File: src/rtl/poke_restore_tx.sv
// Maps a snapshot hand from sort encoding back to wire encoding and sends it one byte per transfer.
// Latency: first tx_valid 2 cycles after send_start; a full hand takes CARD_NUM transfer cycles plus 3.
// Backpressure: tx_data/tx_valid hold while tx_ready is low. Optional SKIP_EMPTY_EN drops 8'h00 slots.
module poke_restore_tx #(
  parameter int CARD_NUM = 17,
  parameter int CARD_W   = 8
) (
  input  logic                         sys_clk,
  input  logic                         sys_rst,
  input  logic                         send_start,
  input  logic [CARD_NUM*CARD_W-1:0]   arrange_poke,
  input  logic                         tx_ready,
  output logic [7:0]                   tx_data,
  output logic                         tx_valid,
  output logic                         busy,
  output logic                         send_done
);

  localparam int IDX_W = (CARD_NUM > 1) ? $clog2(CARD_NUM) : 1;
  localparam logic [IDX_W-1:0] LAST_IDX = IDX_W'(CARD_NUM - 1);

  typedef enum logic [1:0] {
    IDLE = 2'd0,
    LOAD = 2'd1,
    SEND = 2'd2,
    DONE = 2'd3
  } state_t;

  state_t                       state;
  logic [IDX_W-1:0]             idx;
  logic [CARD_NUM*CARD_W-1:0]   snapshot;

  logic [IDX_W-1:0]             nxt_idx;
  logic [7:0]                   cur_card;
  logic [7:0]                   nxt_card;
`ifdef SKIP_EMPTY_EN
  logic [IDX_W-1:0]             skip_idx;
`endif

  // Internal rank F/E go back to wire ranks 2/1; the suit nibble passes through.
  function automatic logic [7:0] restore(input logic [7:0] c);
    logic [7:0] r;
    case (c[7:4])
      4'hF:    r = {4'h2, c[3:0]};
      4'hE:    r = {4'h1, c[3:0]};
      default: r = c;
    endcase
    return r;
  endfunction

  function automatic logic [7:0] card_at(input logic [CARD_NUM*CARD_W-1:0] s,
                                         input logic [IDX_W-1:0]           i);
    return s[i*CARD_W +: 8];
  endfunction

  // Current and next card selection; nxt_idx saturates at the last slot so no index runs off the hand.
  always_comb begin
    nxt_idx  = (idx == LAST_IDX) ? idx : idx + 1'b1;
    cur_card = card_at(snapshot, idx);
    nxt_card = card_at(snapshot, nxt_idx);
`ifdef SKIP_EMPTY_EN
    // When the next slot is empty the following LOAD cycle is the skip cycle, so jump one further.
    skip_idx = (nxt_idx == LAST_IDX) ? nxt_idx : nxt_idx + 1'b1;
`endif
  end

  // Send sequencer: snapshot the hand, then stream restored cards under the valid/ready handshake.
  always_ff @(posedge sys_clk or posedge sys_rst) begin
    if (sys_rst) begin
      state     <= IDLE;
      idx       <= '0;
      snapshot  <= '0;
      tx_data   <= 8'h00;
      tx_valid  <= 1'b0;
      busy      <= 1'b0;
      send_done <= 1'b0;
    end else begin
      case (state)
        IDLE: begin
          if (send_start) begin
            snapshot <= arrange_poke;
            idx      <= '0;
            busy     <= 1'b1;
            state    <= LOAD;
          end
        end

        LOAD: begin
`ifdef SKIP_EMPTY_EN
          if (cur_card == 8'h00) begin
            // Empty slot: one idle cycle, then either the next slot or the end of the hand.
            if (idx == LAST_IDX) begin
              send_done <= 1'b1;
              state     <= DONE;
            end else begin
              idx <= nxt_idx;
            end
          end else begin
            tx_data  <= restore(cur_card);
            tx_valid <= 1'b1;
            state    <= SEND;
          end
`else
          tx_data  <= restore(cur_card);
          tx_valid <= 1'b1;
          state    <= SEND;
`endif
        end

        SEND: begin
          if (tx_valid && tx_ready) begin
            if (idx == LAST_IDX) begin
              tx_valid  <= 1'b0;
              send_done <= 1'b1;
              state     <= DONE;
            end else begin
`ifdef SKIP_EMPTY_EN
              if (nxt_card == 8'h00) begin
                tx_valid <= 1'b0;
                idx      <= skip_idx;
                state    <= LOAD;
              end else begin
                idx     <= nxt_idx;
                tx_data <= restore(nxt_card);
              end
`else
              // Back-to-back transfer: present the next card on the same edge.
              idx     <= nxt_idx;
              tx_data <= restore(nxt_card);
`endif
            end
          end
        end

        DONE: begin
          send_done <= 1'b0;
          busy      <= 1'b0;
          state     <= IDLE;
        end

        default: state <= IDLE;
      endcase
    end
  end

endmodule

File: config.mk
export PLATFORM = sky130hd
export DESIGN_NAME = poke_restore_tx
export DESIGN_NICKNAME = d
export VERILOG_FILES = /design/src/rtl/poke_restore_tx.sv
export SDC_FILE = /design/constraint.sdc
export NUM_CORES = 1
export LEC_CHECK = 0
export CAP_MARGIN = 30
export CORE_MARGIN = 2
export CORE_UTILIZATION = 45
export CTS_CLUSTER_SIZE = 40
export DETAILED_ROUTE_END_ITERATION = 10
export PLACE_DENSITY = 0.73
export SYNTH_ARGS = -nofsm -noshare
export SYNTH_HDL_FRONTEND = slang
export SYNTH_SLANG_ARGS = --single-unit
File: constraint.sdc
create_clock -name sys_clk -period 5.85 [get_ports sys_clk]
set_input_delay 0.8775 -clock sys_clk [delete_from_list [all_inputs] [get_ports sys_clk]]
set_output_delay 0.8775 -clock sys_clk [all_outputs]
set_load 0.01 [all_outputs]
**After elaboration in Yosys (flattened, before gate mapping)**

Cells that the tools add are included.

- $add $sub $neg: 1
- Eq/ne operators: 12
- Shift-type cells: 2
- Muxes and demuxes: 22
- Reduce and logical (&&, ||, !) cells: 13

Operators by type and width:

| operator | count |
|---|---|
| indexed part select 136 x 9 -> 8 bit | 2 |
| one-hot mux 8 bit (2 select lines) | 3 |
| 2-to-1 mux 5 bit | 4 |
| == test 4 bit (second input constant) | 4 |
| 2-to-1 mux 8 bit | 2 |
| AND reduction 3 bit | 4 |
| one-hot mux 5 bit (2 select lines) | 1 |
| inequality test 2 bit (second input constant) | 4 |
| one-hot mux 2 bit (4 select lines) | 1 |
| nonzero test 2 bit | 4 |
| 2-to-1 mux 2 bit | 3 |
| one-hot mux 1 bit (2 select lines) | 3 |
| adder 5 x 1 -> 5 bit (second input constant) | 1 |
| == test 5 bit (second input constant) | 1 |
| 2-to-1 mux 1 bit | 5 |
| == test 2 bit (second input constant) | 2 |
| AND reduction 2 bit | 2 |
| AND reduction 4 bit | 1 |
| == test 2 x 1 -> 1 bit (second input constant) | 1 |
| zero test 2 bit | 1 |
| logical AND 1 bit | 1 |

- Register bits after elaboration: 154
- Input port bits: 140
- Output and inout bits: 11

**Logic depth before layout (Yosys ltp)**

- Word-level depth: 8
- Mapped depth: 15

**Worst setup path after synthesis**

No wires, ideal clock.

- Path type: register to register
- Start point: register idx[0]
- End point: register tx_data[1]
- Library setup time: 0.121 ns
- Data arrival time: 2.903 ns
- Setup slack: 2.826 ns
- Stages on the path, launching flop included: 14
- Path buffers: 5
- Path through: dfrtp_1 buf_4 inv_2 clkbuf_1 ha_1 and4bb_4 buf_6 xnor2_1 buf_2 buf_2 mux4_2 mux2i_1 o211ai_1 a22o_1

- Word-level cells in the longest chain between the ends: 7
- Elaborated cells on any way between the ends: 12
- Those cells by class: 1 x add/sub; 2 x eq/ne; 2 x shift; 6 x mux; 1 x reduce/logical

RTL lines:

| item | line | RTL |
|---|---|---|
| start, declared | 30 | `logic [IDX_W-1:0] idx;` |
| start signal, assigned | 128 | `idx <= nxt_idx;` |
| adder 5 x 1 -> 5 bit / == test 5 bit (equally long branches) | 58, 112 |  |
| 2-to-1 mux 5 bit | 58 | `nxt_idx = (idx == LAST_IDX) ? idx : idx + 1'b1;` |
| indexed part select 136 x 9 -> 8 bit | 53 | `return s[i*CARD_W +: 8];` |
| one-hot mux 8 bit (2 select lines) | 43 | `case (c[7:4])` |
| 2-to-1 mux 8 bit | 112 | `if (idx == LAST_IDX) begin` |
| 2-to-1 mux 8 bit | 111 | `if (tx_valid && tx_ready) begin` |
| one-hot mux 8 bit (2 select lines) | 78 | `case (state)` |
| end signal, assigned | 104 | `tx_data <= restore(cur_card);` |
| end signal, assigned | 129 | `tx_data <= restore(nxt_card);` |
| end, declared | 13 | `output logic [7:0] tx_data,` |

Several ways; a longest one is shown, not always the timed one. The select of a mux whose other input is x is not followed.
A chain may end at the register's enable or synchronous reset.

**Final worst setup path**

Ends and elaborated chain as after synthesis.

==> impl_metrics.json <==
{
  "cts_tree": "built",
  "min_path_type": "flip-flop to flip-flop",
  "worstSkewPairLatency_ps": 430,
  "start_util_pct": 45.5,
  "syn-cell-area_um2": 8790,
  "critPathMaxStageDelay_ps": 920,
  "drt_iter0_markers": 710,
  "async_flop_share_pct": 100,
  "setup_viol": 0,
  "clkSinkCount": 154,
  "hold_viol_final": 0,
  "avgSynthCellArea_um2": 12.2,
  "grt-ovfl-total": 0,
  "avgRoutedWirePerCell_um": 21.6,
  "cp_slowest_cell": "dfrtp_2",
  "max-clock-path-buffers": 2,
  "synth_top_cell_area_share_pct": 43.8,
  "dieArea_um2": 20700,
  "ir_drop_mv": 0.272,
  "fmax_ghz": 0.247,
  "fin_crit_sh_pct": 69.3,
  "antenna_cells": 0,
  "htree_num_levels": 4,
  "antenna_found_initial": 0,
  "critPathKind": "flip-flop to flip-flop",
  "max-cap-violations": 0,
  "worst_slew_pin_slew_ps": 1080,
  "fin_worst_skew_ps": 10.8,
  "drive_above_1_share_pct": 27.9,
  "synth-edff-count": 0,
  "fin_area_um2": 11100,
  "cp.arrival_ps": 4370,
  "drv_slew": 0,
  "synthTopCellsByArea": "dfrtp_1 (44%), mux2_2 (17%), mux4_2 (12%), mux2i_1 (3.5%), nand2_1 (2.5%)",
  "path_clk_slew_ps": 60,
  "num_rows": 51,
  "via_per_inst": 6.03,
  "end_kind": "flip-flop",
  "drc": 0,
  "io_pins": 151,
  "cts_resized": 0,
  "nFillCells": 1592,
  "syn_inst": 719,
  "startpoint_type": "flip-flop",
  "slew_headroom_pct": 28.2,
  "multi_input_area_um2": 4640,
  "rsz0062_at_grt": "no",
  "ant_nets": 0,
  "p_leak_nw": 4.35,
  "drt_wl_total_um": 24300,
  "place_area_um2": 10500,
  "core_area_um2": 19300,
  "cts-root-buf": "clkbuf_16",
  "cts_hold_buf": 0,
  "crit_chain": "inv_2 -> ha_1 -> and4bb_4 -> xnor2_4 -> buf_4 -> mux4_2 -> o2111ai_1 -> o211ai_1 -> a22o_1",
  "num_vias": 6762,
  "first_global_vias": 6755,
  "yosys_warnings": 0,
  "status": "finished clean",
  "final-seq-area_um2": 3850,
  "synth_nets": 865,
  "setup_tns_ps": 0,
  "critPathBufInv": 2,
  "dp_hpwl_um": 17700,
  "fin_nets": 990,
  "fin_crit_ps": 4050,
  "place.gp.congestion": 0.913,
  "synth_top_area_cell": "dfrtp_1",
  "grt_max_degree": 85,
  "path_max_fanout": 31,
  "cts_setup_buffers": 0,
  "power_density_nw_per_um2": 570,
  "crit_family": "flip-flops",
  "syn_to_final_growth_pct": 26.0,
  "grtUsageTotal_pct": 24.7,
  "synth_seq_cells": 154,
  "yosys.cell_count.top_type": "dfrtp_1",
  "cts_buffers": 17,
  "buffer_ports.inserted": 150,
  "die_x_um": 144,
  "yosysSeqAreaShare_pct": 43.8,
  "synth_top_flop_cell": "dfrtp_1",
  "crit_required_ps": 6160,
  "synthDistinctLibCells": 62,
  "die_y_um": 144,
  "ys_top_cells_by_count": "dfrtp_1 (154), mux2_2 (136), nand2_1 (59)",
  "first_pass_iters": 7,
  "grt_pass1_wl_um": 38100
}
[routing by layer]
layer	track usage (%)	share of wire, %	vias to the layer above
met1	35.7	44	3384
li1	-	-	2972
met3	4.87	8.4	44
met4	8.88	2.6	0
met5	0	0	-
met2	37.1	45	362
[power by group]
part	leakage, nW	total (W)	switching [W]	internal, W
registers	1.82	0.00220	0.000589	0.00161
clock network	0.272	0.00108	0.000461	0.000614
logic	2.26	0.00304	0.00142	0.00162
[metrics by stage]
| step | instances | util [%] | hold WS, ps | worst slack (ps) | power, W |
|---|---|---|---|---|---|
| final | 1122 | 57.3 | 529 | 1800 | 0.00632 |
| after global routing | 1122 | 57.3 | 553 | 1550 | 0.00670 |
| after CTS | 1122 | 57.3 | 528 | 1860 | 0.00630 |
| after detailed placement | 1090 | 54.3 | 515 | 1880 | 0.00519 |
| after global placement | 1088 | 54.1 | 509 | 1950 | 0.00511 |
| after floorplan | 719 | - | 488 | 823 | 0.00428 |
[final timing paths]
check	start	endpoint	slack, ps	cells past startpoint
min in group asynchronous	sys_rst	snapshot[23]	820	2
worst max-delay path	idx[0]	tx_data[1]	1800	9
worst min-delay path	tx_data[6]	tx_data[6]	530	1
worst min register to register	tx_data[6]	tx_data[6]	530	1
worst max register to register	idx[0]	tx_data[1]	1800	9
max in group asynchronous	sys_rst	tx_data[7]	4180	3
[kinds of logic after synthesis]
| group | synth area share (%) |
|---|---|
| mux | 33.4 |
| simple gates | 8.71 |
| flops | 43.8 |
| compound gates | 8.61 |
| buf+inv | 3.57 |
| xor+xnor | 1.01 |
| fa+ha+maj | 0.854 |
[placed cells by master (no fill, tap or decap), types with 4 or more instances in the layout]
cell             count
o2111ai_1            5
nand2_1             58
o21ai_0             17
nor3b_1              4
a21oi_1             26
or3_1                5
mux2_2             136
clkbuf_16           17
a311oi_1             4
nand3_1             22
inv_1                7
a221oi_1             5
nor2_1              27
clkdlybuf4s50_1    150
buf_4                9
nand4_1              9
o21ai_1              6
mux4_2              48
mux2i_1             31
nor2b_1              7
nor4_1               6
a22o_1               5
nor3_1               7
xnor2_1              4
a22oi_1              5
dfrtp_1            153
o22ai_1              4
o211ai_1             6
ha_1                 6
[area by class of cell]
class | instances | share of cell area [%]
well taps | 265 | 2.99
inverters | 11 | 0.418
flip-flops and latches | 154 | 34.8
repair buffers | 162 | 14.7
clock inverters | 11 | 1.02
clock buffers | 21 | 4.16
multi-input cells | 498 | 41.9
[sequential cells by signal, summed over array words and instances (netlist names)]
signal,cells
busy,1
idx,5
send_done,1
snapshot,136
state,2
tx_data,8
tx_valid,1
Power figures use the tool's default switching activity.
